**config.mk**
```make
export PLATFORM = sky130hd
export DESIGN_NAME = issue_fifo
export DESIGN_NICKNAME = d
export VERILOG_FILES = /design/src/rtl/issue_fifo.sv
export SDC_FILE = /design/constraint.sdc
export NUM_CORES = 2
export LEC_CHECK = 0
export CAP_MARGIN = 40
export CORE_MARGIN = 4
export CORE_UTILIZATION = 35
export CTS_CLUSTER_DIAMETER = 200
export DETAILED_ROUTE_END_ITERATION = 8
export MAX_ROUTING_LAYER = met4
export PLACE_DENSITY = 0.58
export SLEW_MARGIN = 20
export SYNTH_ARGS = -nofsm -noshare
export SYNTH_HDL_FRONTEND = slang
export SYNTH_SLANG_ARGS = --single-unit
```
**constraint.sdc**
```tcl
create_clock -name clk -period 30.2 [get_ports clk]
set_input_delay 3.02 -clock clk [delete_from_list [all_inputs] [get_ports clk]]
set_output_delay 3.02 -clock clk [all_outputs]
set_load 0.05 [all_outputs]
```
**src/rtl/issue_fifo.sv**
```systemverilog
// issue_fifo: multi-port in-order issue queue between dispatch and issue.
// Up to ENQ_W entries enter per cycle (all-or-nothing), the oldest DEQ_W
// entries are presented with per-lane valid flags, and dequeue requests
// clamp to what is actually held. Occupancy and free counts are registered.
module issue_fifo #(
    parameter int  DEPTH  = 16,
    parameter int  ENQ_W  = 4,
    parameter int  DEQ_W  = 2,
    parameter int  DATA_W = 64,
    localparam int CNT_W  = $clog2(DEPTH + 1)
) (
    input  logic                         clk,
    input  logic                         rst,
    input  logic                         flush,
    input  logic [$clog2(ENQ_W+1)-1:0]   enq_num,
    input  logic [ENQ_W*DATA_W-1:0]      enq_data,
    output logic                         enq_ready,
    input  logic [$clog2(DEQ_W+1)-1:0]   deq_num,
    output logic [DEQ_W*DATA_W-1:0]      out_data,
    output logic [DEQ_W-1:0]             out_valid,
    output logic [CNT_W-1:0]             count,
    output logic [CNT_W-1:0]             free
);
    localparam int PTR_W  = $clog2(DEPTH);
    localparam int ENQ_NW = $clog2(ENQ_W + 1);

    logic [PTR_W-1:0]  head_q, head_d;
    logic [PTR_W-1:0]  tail_q, tail_d;
    logic [CNT_W-1:0]  count_q, count_d;
    logic [CNT_W-1:0]  free_q, free_d;
    logic [DATA_W-1:0] mem_q [DEPTH];

    logic [CNT_W-1:0]  enq_ext;
    logic [CNT_W-1:0]  deq_ext;
    logic [CNT_W-1:0]  acc_enq;
    logic [CNT_W-1:0]  eff_deq;
    logic              do_enq;

    assign enq_ext   = CNT_W'(enq_num);
    assign deq_ext   = CNT_W'(deq_num);
    // Room is judged on the registered free count only; a same-cycle
    // dequeue never makes space for the offered group.
    assign enq_ready = (enq_ext <= free_q);
    assign do_enq    = enq_ready && (enq_num != '0) && !flush && !rst;

    assign count = count_q;
    assign free  = free_q;

    // Next-state for pointers and counters; flush overrides everything.
    // Counter arithmetic stays in CNT_W bits: the true result is bounded by
    // DEPTH, so modular wrap of the intermediate cannot change it.
    always_comb begin
        acc_enq = do_enq ? enq_ext : '0;
        eff_deq = deq_ext;
        if (eff_deq > count_q) begin
            eff_deq = count_q;
        end
        if (eff_deq > CNT_W'(DEQ_W)) begin
            eff_deq = CNT_W'(DEQ_W);
        end
        head_d  = head_q + PTR_W'(eff_deq);
        tail_d  = tail_q + PTR_W'(acc_enq);
        count_d = count_q + acc_enq - eff_deq;
        free_d  = CNT_W'(DEPTH) - count_d;
        if (flush) begin
            head_d  = '0;
            tail_d  = '0;
            count_d = '0;
            free_d  = CNT_W'(DEPTH);
        end
    end

    // Control state register with synchronous reset taking priority.
    always_ff @(posedge clk) begin
        if (rst) begin
            head_q  <= '0;
            tail_q  <= '0;
            count_q <= '0;
            free_q  <= CNT_W'(DEPTH);
        end else begin
            head_q  <= head_d;
            tail_q  <= tail_d;
            count_q <= count_d;
            free_q  <= free_d;
        end
    end

    // Entry storage: accepted lanes land at consecutive slots from tail.
    always_ff @(posedge clk) begin
        for (int unsigned i = 0; i < ENQ_W; i++) begin
            if (do_enq && (ENQ_NW'(i) < enq_num)) begin
                mem_q[tail_q + PTR_W'(i)] <= enq_data[i*DATA_W +: DATA_W];
            end
        end
    end

    // Read window: the oldest DEQ_W slots, zeroed where no entry is held.
    always_comb begin
        out_data  = '0;
        out_valid = '0;
        for (int unsigned i = 0; i < DEQ_W; i++) begin
            if (CNT_W'(i) < count_q) begin
                out_valid[i]                 = 1'b1;
                out_data[i*DATA_W +: DATA_W] = mem_q[head_q + PTR_W'(i)];
            end
        end
    end
endmodule

```
==> results.json <==
{
  "ys_seq_area_share_pct": 38.68,
  "max_clock_freq_mhz": 105.4,
  "power.static_leakage_nw": 27.01,
  "area_overhead_of_the_layout_relative_to_synthesis_pct": 13.62,
  "syn-instance-count": 7945,
  "finalHoldWorstSlack_ns": 0.7779,
  "utilization_pct": 40.06,
  "first_pass_grt_wire_length_mm": 611.2,
  "worst-path-max-fanout": 44,
  "irDropWorstVdd_mv": 0.1247,
  "synth-compound-area-share_pct": 25.11,
  "drt.antenna.violating_nets": 0,
  "tritoncts_clock_tree": "yes",
  "grt_start_max_net_pins": 176,
  "outcome": "complete, but fails checks",
  "area_enclosed_by_the_die_boundary_um2": 237400,
  "ctsRootBufferMaster": "clkbuf_16",
  "slew_viol_final": 0,
  "floorplan.initialDensity_pct": 35.26,
  "post_synth_and_or_nand_nor_area_fraction_pct": 10.24,
  "synth_seq_cells": 1041,
  "failed_checks": "DRC",
  "layout-drive-gt1-share_pct": 14.93,
  "clock_latency_reported_for_the_late_side_of_the_worst_skew_pair_ns": 0.85,
  "synth_cell_types": 67,
  "maxcap_violations": 0,
  "dominant_combinational_cell_family_by_area_after_synthesis": "compound AO/OA/AOI/OAI gates",
  "synthesis.area_um2": 80370,
  "i_o_pin_count": 405,
  "cts.hold.buffers_added": 0,
  "clkSlewWorstSetupHoldPaths_ns": 0.06,
  "worst_clock_skew_ns": 0.04816,
  "wire_per_inst_um": 41.32,
  "worst_hold_path_type": "flip-flop to flip-flop",
  "detailed_place_hpwl_mm": 258.8,
  "unrepaired_setup_endpoints_after_global_routing": "false",
  "numPortBuffers": 404,
  "crit_type": "primary input to primary output",
  "die-height_um": 487.2,
  "ys_async_sr_fraction_pct": 0,
  "h-tree-depth": 3,
  "dr.first_iter.drc_count": 17840,
  "cp.required_ns": 27.18,
  "fin_ws_ns": 20.71,
  "final_net_count": 7822,
  "horiz_die_dim_um": 487.2,
  "final_common_cell": "edfxtp_1",
  "post_synth_xor_area_fraction_pct": 0.2226,
  "post_cts.resized_instances": 0,
  "max-slew-margin-rel_pct": 18.22,
  "placement_rows": 175,
  "worstSetupEndpointType": "primary output",
  "postSynthAreaPerCell_um2": 10.12,
  "register_area_um2": 31110,
  "wl_mm": 443.4,
  "timing.final.crit_share_pct": 31.42,
  "crit_path_start_kind": "primary input",
  "grt_pass1_vias": 78550,
  "remaining_drc_errors": 56,
  "synthAdderAreaFrac_pct": 0.4515,
  "count_of_flip_flops_with_a_built_in_enable_after_synthesis": 1024,
  "num-fill-cells": 21610,
  "cts_post_setup_buffers_inserted": 0,
  "synth.mux.area_fraction_pct": 18.53,
  "power_per_cell_area_nw_per_um2": 59.68,
  "drt-pass1-iter-count": 9,
  "multiInputGateArea_um2": 44470,
  "grt_antenna_before_repair": 62,
  "setup_tns_ns": 0,
  "ys.warnings.count": 0,
  "coreArea_um2": 227900,
  "cts_max_path_buffers": 3,
  "detail_route.vias_per_cell": 7.747,
  "grt_usage_pct": 36.88,
  "worst_pin_slew_ns": 1.227,
  "detailroute.via_count": 83120,
  "report.final.hold_viol_count": 0,
  "cts_sink_cnt": 1041,
  "grt_overflow_total": 0,
  "placer_congestion_estimate": 0.9730,
  "final_setup_viols": 0,
  "commonest_cells_after_routing_fill_and_taps_aside": "edfxtp_1 (1024), a211oi_1 (896), nand2_1 (715)",
  "worst-endpoint-arrival_ns": 6.47,
  "yosys_most_used_dff": "edfxtp_1",
  "cts_buffers": 121,
  "fin_crit_ns": 9.490,
  "worst_slack_after_detailed_placement_ns": 20.77
}
worst max-delay path: stages:
cell and delay [ns]:
clkdlybuf4s50_1 0.78, ha_1 0.43, or2_0 0.24, o2111a_4 0.52
inv_8 0.40, clkdlybuf4s50_1 1.00
where the power goes:
group | internal (W) | total, W | switching (W)
combinational | 0.000780 | 0.00223 | 0.00145
sequential | 0.00164 | 0.00167 | 0.0000344
clock | 0.000859 | 0.00155 | 0.000691
total | 0.00327 | 0.00545 | 0.00217
layout make-up:
type | instances | area share, %
inverters | 91 | 0.3850
clock buffers | 155 | 3.525
repair buffers | 697 | 8.193
flip-flops and latches | 1041 | 34.07
well taps | 3009 | 4.123
clock inverters | 70 | 0.7687
multi-input cells | 5580 | 48.70
diodes | 87 | 0.2384
synth_stat cells, drive strengths merged (2+ instances only):
master | number | share of area, %
a211oi | 896 | 8.4
nor2b | 132 | 1.0
nand4 | 22 | 0.17
o211ai | 2 | 0.019
a21o | 4 | 0.037
or4 | 7 | 0.065
mux4 | 576 | 16
inv | 91 | 0.42
nand3 | 19 | 0.12
dfxtp | 17 | 0.42
and3 | 8 | 0.062
and2 | 16 | 0.12
o22ai | 256 | 2.0
xor2 | 8 | 0.097
and3b | 2 | 0.022
o21ai | 644 | 4.0
nand3b | 3 | 0.028
conb | 2 | 0.0093
nor3b | 4 | 0.037
a21oi | 329 | 2.1
xnor2 | 9 | 0.13
or2 | 5 | 0.039
or3 | 14 | 0.11
buf | 410 | 2.5
fa | 5 | 0.12
o2111ai | 2 | 0.022
clkbuf | 824 | 3.8
nor3 | 578 | 3.7
nand2 | 718 | 3.4
o31ai | 194 | 1.8
nor2 | 222 | 1.1
or3b | 3 | 0.033
nor4 | 24 | 0.31
a31oi | 133 | 1.0
a311o | 2 | 0.025
edfxtp | 1024 | 38
o311ai | 4 | 0.044
mux2i | 192 | 2.4
o21bai | 2 | 0.019
o2bb2ai | 512 | 5.6
ha | 21 | 0.33
sequential cells by signal (all words and copies together) (netlist names):
name / flops
tail_q: 4
count: 5
head_q: 4
free: 4
mem_q: 1024
cell families (layout without fill, tap and decap cells):
| group | after synthesis | in the layout |
|---|---|---|
| XOR/XNOR | 17 | 17 |
| multiplexers | 768 | 768 |
| buffers and inverters | 1325 | 1013 |
| AO/OA/AOI/OAI | 2988 | 2988 |
| AND/OR/NAND/NOR | 1778 | 1778 |
| adder cells (fa/ha/maj) | 26 | 26 |
| flip-flops | 1041 | 1041 |
| other | 2 | 90 |
worst paths after layout:
check | startpoint | to | slack [ns] | cells past startpoint
max | enq_num[2] | enq_ready | 20.71 | 6
min | count[4]$_SDFF_PP0_ | count[4]$_SDFF_PP0_ | 0.78 | 3
max reg2reg | count[0]$_SDFF_PP0_ | mem_q[4][10]$_DFFE_PP_ | 24.57 | 11
min reg2reg | count[4]$_SDFF_PP0_ | count[4]$_SDFF_PP0_ | 0.78 | 3
through the flow:
stage	total power [W]	cell area, µm²	cells
2_1_floorplan	0.003091	80370	7946
3_3_place_gp	0.003858	85430	10340
3_5_place_dp	0.003899	86740	10400
4_1_cts	0.005407	90660	10620
5_1_grt	0.005570	91260	10710
6_report	0.005450	91320	10730
metal layers:
layer	routed length (µm)	track usage (%)
met5	0	-
met4	36240	25.44
met3	75740	16.05
met2	184900	50.89
met1	146400	42.95
No activity file was read; power rests on OpenSTA's default activity.
